### config.mk
export PLATFORM = sky130hd
export DESIGN_NAME = issue_scoreboard
export DESIGN_NICKNAME = d
export VERILOG_FILES = /design/src/rtl/issue_scoreboard.sv
export SDC_FILE = /design/constraint.sdc
export NUM_CORES = 1
export LEC_CHECK = 0
export ABC_CLOCK_PERIOD_IN_PS = 4600
export CORE_ASPECT_RATIO = 1.1
export CORE_MARGIN = 5
export CORE_UTILIZATION = 51
export CTS_CLUSTER_SIZE = 40
export DETAILED_ROUTE_END_ITERATION = 10
export PLACE_DENSITY = 0.79
export SLEW_MARGIN = 20
export SYNTH_ARGS = -nofsm -noshare
export SYNTH_HDL_FRONTEND = slang
export SYNTH_SLANG_ARGS = --single-unit
### constraint.sdc
create_clock -name clk -period 4.6 [get_ports clk]
set_clock_uncertainty 0.1 [all_clocks]
set_input_delay 1.15 -clock clk [delete_from_list [all_inputs] [get_ports clk]]
set_output_delay 1.15 -clock clk [all_outputs]
set_load 0.03 [all_outputs]
### src/rtl/issue_scoreboard.sv
// Issue scoreboard: tracks in-flight register writes from EX to WB, stalls decode on RAW hazards.
// Define ISSUE_FWD_EN for a forwarding back-end (fwd_a_o/fwd_b_o ports, load-use hazards only).
module issue_scoreboard #(
  parameter int DEPTH = 3,
  parameter int CW    = 2
) (
  input  logic          clk,
  input  logic          rst,
  input  logic          id_valid_i,
  input  logic [4:0]    id_rsa_i,
  input  logic [4:0]    id_rsb_i,
  input  logic          id_rsa_used_i,
  input  logic          id_rsb_used_i,
  input  logic [4:0]    id_rd_i,
  input  logic          id_we_i,
  input  logic          id_memtoreg_i,
  input  logic          ex_ready_i,
  input  logic          flush_i,
  output logic          issue_o,
  output logic          id_stall_o,
  output logic          hazard_a_o,
  output logic          hazard_b_o,
  output logic          wb_we_o,
  output logic [4:0]    wb_rd_o,
  output logic [CW-1:0] inflight_o
`ifdef ISSUE_FWD_EN
  ,
  output logic [CW-1:0] fwd_a_o,
  output logic [CW-1:0] fwd_b_o
`endif
);

  logic [DEPTH-1:0] r_vld, r_we, r_mtr;
  logic [4:0]       r_rd [DEPTH];
  logic             r_wb_we;
  logic [4:0]       r_wb_rd;
  logic [CW-1:0]    r_inflight;

  logic [DEPTH-1:0] w_match_a, w_match_b, w_keep;
  logic [DEPTH-1:0] w_vld_n, w_we_n, w_mtr_n;
  logic [4:0]       w_rd_n [DEPTH];
  logic             w_hit_a, w_hit_b, w_issue, w_commit;
  logic [CW-1:0]    w_cnt_n;
  logic             w_unused_mtr;

  // The oldest memtoreg bit only shifts out; nothing reads it.
  assign w_unused_mtr = r_mtr[DEPTH-1];

  always_comb begin
    w_match_a = '0;
    w_match_b = '0;
    for (int k = 0; k < DEPTH; k++) begin
      w_match_a[k] = r_vld[k] & r_we[k] & (r_rd[k] == id_rsa_i);
      w_match_b[k] = r_vld[k] & r_we[k] & (r_rd[k] == id_rsb_i);
    end
  end

`ifdef ISSUE_FWD_EN
  assign w_hit_a = w_match_a[0] & r_mtr[0];
  assign w_hit_b = w_match_b[0] & r_mtr[0];

  // Scan oldest to youngest so the youngest producer wins.
  always_comb begin
    fwd_a_o = '0;
    fwd_b_o = '0;
    for (int k = DEPTH - 1; k >= 0; k--) begin
      if (w_match_a[k]) fwd_a_o = CW'(k + 1);
      if (w_match_b[k]) fwd_b_o = CW'(k + 1);
    end
  end
`else
  assign w_hit_a = |w_match_a;
  assign w_hit_b = |w_match_b;
`endif

  assign hazard_a_o = id_valid_i & id_rsa_used_i & (id_rsa_i != 5'd0) & w_hit_a;
  assign hazard_b_o = id_valid_i & id_rsb_used_i & (id_rsb_i != 5'd0) & w_hit_b;
  assign w_issue    = id_valid_i & ex_ready_i & ~flush_i & ~hazard_a_o & ~hazard_b_o;
  assign issue_o    = w_issue;
  assign id_stall_o = id_valid_i & ~w_issue;

  // Flush masks everything younger than WB before the shift, so flushed entries never commit.
  always_comb begin
    w_keep = r_vld;
    if (flush_i) w_keep[DEPTH-2:0] = '0;
    w_vld_n  = w_keep;
    w_we_n   = r_we;
    w_mtr_n  = r_mtr;
    w_rd_n   = r_rd;
    w_commit = 1'b0;
    if (ex_ready_i) begin
      for (int k = 1; k < DEPTH; k++) begin
        w_vld_n[k] = w_keep[k-1];
        w_we_n[k]  = r_we[k-1];
        w_mtr_n[k] = r_mtr[k-1];
        w_rd_n[k]  = r_rd[k-1];
      end
      w_vld_n[0] = w_issue;
      w_we_n[0]  = w_issue & id_we_i & (id_rd_i != 5'd0);
      w_mtr_n[0] = w_issue & id_memtoreg_i;
      w_rd_n[0]  = id_rd_i;
      w_commit   = w_keep[DEPTH-2] & r_we[DEPTH-2];
    end
    w_cnt_n = '0;
    for (int k = 0; k < DEPTH; k++) w_cnt_n = w_cnt_n + CW'(w_vld_n[k]);
  end

  always_ff @(posedge clk) begin
    if (rst) begin
      r_vld      <= '0;
      r_we       <= '0;
      r_mtr      <= '0;
      r_wb_we    <= 1'b0;
      r_wb_rd    <= 5'd0;
      r_inflight <= '0;
    end else begin
      r_vld      <= w_vld_n;
      r_we       <= w_we_n;
      r_mtr      <= w_mtr_n;
      r_wb_we    <= w_commit;
      if (w_commit) r_wb_rd <= r_rd[DEPTH-2];
      r_inflight <= w_cnt_n;
    end
  end

  always_ff @(posedge clk) begin
    r_rd <= w_rd_n;
  end

  assign wb_we_o    = r_wb_we;
  assign wb_rd_o    = r_wb_rd;
  assign inflight_o = r_inflight;

endmodule

==> out/results.txt <==
Seq pwr share -> 0.519
PwrDens -> 299 nW/um^2
Setup-failing EPs final -> 0
Final Hold Vio Count -> 0
combinational share of power -> 0.134
Max-cap violations -> 0
Synth Instances -> 122
Max IR drop VDD -> 0.230 mV
initial DRC count -> 37
outcome -> completed
Tcrit/Tclk final -> 0.952
root buffer cell -> clkbuf_4
# Post-CTS Setup Buffers -> 0
Mapped Nets -> 147
CP Launch Type -> input pin
R2R depth -> 9
share of layout cells above drive strength 1 -> 0.145
Die H -> 64.9 um
Ports -> 36
DR pass1 iterations -> 4
Tot Pwr -> 0.571 mW
final slew viol count -> 0
core area -> 2700 um^2
NumNets Final -> 196
vias in the first global route -> 1093
antenna violations before repair -> 0
Critical Path Sink Type -> primary output
Detailed Route WL -> 3.05 mm
largest net degree at the start of global routing -> 23
routed vias -> 1078
Tightest Pin Transition -> 527 ps
H-tree depth -> 2
crit path kind -> in2out
top_reg_cell synth -> edfxtp_1
ys async rst share -> 0
Inserted Clock Buffers -> 5
Worst-Skew Late Latency -> 330 ps
FP Rows -> 20
relative slew slack -> 0.648
diode count -> 0
clock share of power -> 0.348
Leakage -> 0.736 nW
P_sw -> 0.129 mW
global-route wire length before repair -> 5.07 mm
clk sink count -> 29
post-DP HPWL -> 2.47 mm
initial core utilization -> 0.516
Area after DPL -> 1840 um^2
Synth area leaders -> edfxtp_1 32%, dfxtp_1 20%, xnor2_1 10%
Unique masters post-synth -> 29
Synth top area share -> 0.323
grt total ovfl -> 0
maximum clock path buffer count -> 2
hold depth -> 2
Seq cells post-synth -> 29
Fmax achieved -> 228 MHz
critical-path maximum fanout -> 4
synthesized area -> 1400 um^2
GR Layer Usage met1 -> 0.220
sequential share of the synthesized area -> 0.524
crit path time final -> 4380 ps
Die ar. -> 3880 um^2
Post-synth EDFFs -> 15
mean post-synth cell area -> 11.4 um^2
internal power -> 0.441 mW
vias per cell -> 5.26
Critical Path AT -> 3130 ps
count of buffers from port buffering -> 34
RSZ-0062 raised after global routing -> no
DRC viols -> 0
Die X-Extent -> 59.9 um
synth warn -> 0
met2 usage -> 0.288
routed len/inst -> 14.9 um
Worst EP required -> 3350 ps
Hold/Removal Path Class -> reg2reg
area leader, netlist -> edfxtp_1
area grow syn2layout -> 36.7%
switch share -> 0.227
Clock transition at path regs -> 90 ps
GP Congestion -> 0.880
Antenna Nets Post-Route -> 0
met3 GRT Util -> 0.0697
global route hottest layer -> met2
Fillers -> 223
GRT Total Usage -> 0.179
final non-filler cell area -> 1910 um^2
TritonCTS clock tree -> built
==> worst max-delay path, stage by stage <==
cell and delay [ps]:
clkdlybuf4s50_1 410, or4_1 510, o21ai_0 230, a21oi_1 100, or3_4 380, buf_4 160
inv_1 50, buf_4 150
==> worst paths after layout <==
| path | from | to | slack [ps] |
|---|---|---|---|
| setup / recovery | id_rsb_i[1] | issue_o | 220 |
| hold / removal | r_we[0] | r_we[0] | 390 |
| setup reg to reg | r_rd[9] | inflight_o[0] | 1970 |
| hold reg to reg | r_we[0] | r_we[0] | 390 |
==> cell type report <==
type | count | area, um^2 | share of cell area
tap | 33 | 41.3 | 0.0217
timing repair buffer | 44 | 403 | 0.211
clock buffer | 6 | 41.3 | 0.0217
inverter | 2 | 7.51 | 0.00394
clock inverter | 2 | 33.8 | 0.0177
sequential | 29 | 731 | 0.383
multi-input combinational | 89 | 649 | 0.341
==> synthesized netlist by cell type (all sizes together) (2+ instances only) <==
master and instances:
nor4 3, inv 2, a21oi 2, nor2 10, xnor2 16, mux2i 8, dfxtp 14, clkbuf 2
and2 3, nand2 5, or4 3, or3 2, edfxtp 15, nand4 6, xor2 14, o21ai 4
nor2b 5, nand3 2
==> metal layers <==
layer,vias up,wire length [um]
li1,532,-
met1,510,1240
met2,29,1530
met3,7,232
met4,0,43
met5,-,0
==> cells by family after synthesis <==
family | count (synthesis) | share of synthesized area
DFF | 29 | 0.524
AOI/OAI and AO/OA | 9 | 0.0404
and+or+nand+nor | 41 | 0.165
muxes | 8 | 0.0574
xor gates and xnor gates | 30 | 0.188
buffers and inverters | 4 | 0.0108
adders and majority gates | 1 | 0.0144
==> flip-flops by register name, summed over array words and instances, names as in the netlist <==
signal,flops
r_vld,3
r_we,3
wb_we_o,1
r_rd,15
wb_rd_o,5
inflight_o,2
==> power by group through the flow <==
stage | combinational [mW] | clock [mW] | sequential [mW]
global route | 0.0824 | 0.219 | 0.298
CTS | 0.0770 | 0.202 | 0.296
finish | 0.0763 | 0.198 | 0.296
global placement | 0.0754 | 0 | 0.301
floorplan | 0.0345 | 0 | 0.299
detailed placement | 0.0769 | 0 | 0.302
==> repair_timing <==
action	CTS	global route
endpoints found under the setup margin	1	1
gates resized for setup	1	2
hold buffers	0	0
==> placed cells by master, fill, tap and decap left out <==
| cell | Yosys | routed |
|---|---|---|
| nor2b_1 | 5 | 5 |
| xor2_1 | 14 | 14 |
| bufinv_16 | 0 | 1 |
| clkbuf_2 | 0 | 1 |
| dfxtp_1 | 14 | 14 |
| and2_1 | 1 | 1 |
| mux2i_1 | 8 | 8 |
| a21oi_1 | 2 | 2 |
| fa_1 | 1 | 1 |
| o21ai_0 | 2 | 2 |
| or3_4 | 1 | 1 |
| nor3_1 | 1 | 1 |
| xnor2_1 | 16 | 16 |
| inv_1 | 2 | 2 |
| o22ai_1 | 1 | 1 |
| nor4_1 | 3 | 3 |
| edfxtp_1 | 15 | 15 |
| a31oi_1 | 1 | 1 |
| clkbuf_4 | 0 | 5 |
| or3b_2 | 1 | 1 |
| or4_1 | 3 | 3 |
| buf_4 | 0 | 13 |
| nand2_1 | 5 | 5 |
| nand4_1 | 6 | 6 |
| clkbuf_1 | 2 | 1 |
| nand3_1 | 2 | 2 |
| o21ai_1 | 1 | 1 |
| clkdlybuf4s50_1 | 0 | 30 |
| clkinv_1 | 0 | 1 |
| o32a_1 | 1 | 1 |
| nor2_1 | 10 | 10 |
| o21ai_2 | 1 | 1 |
| and2_4 | 1 | 1 |
| and2_2 | 1 | 1 |
| or3_1 | 1 | 1 |
==> metrics by stage <==
step                 util  std cells  TNS (ps)  setup slack (ps)  hold slack [ps]
global route        0.706        205         0              42.8              412
floorplan               -        122         0               896              351
detailed placement  0.680        197      -229              -229              376
global placement    0.680        197      -194              -194              365
CTS                 0.707        205         0              34.7              390
finish              0.706        205         0               219              387
(Power assumes the default switching activity.)
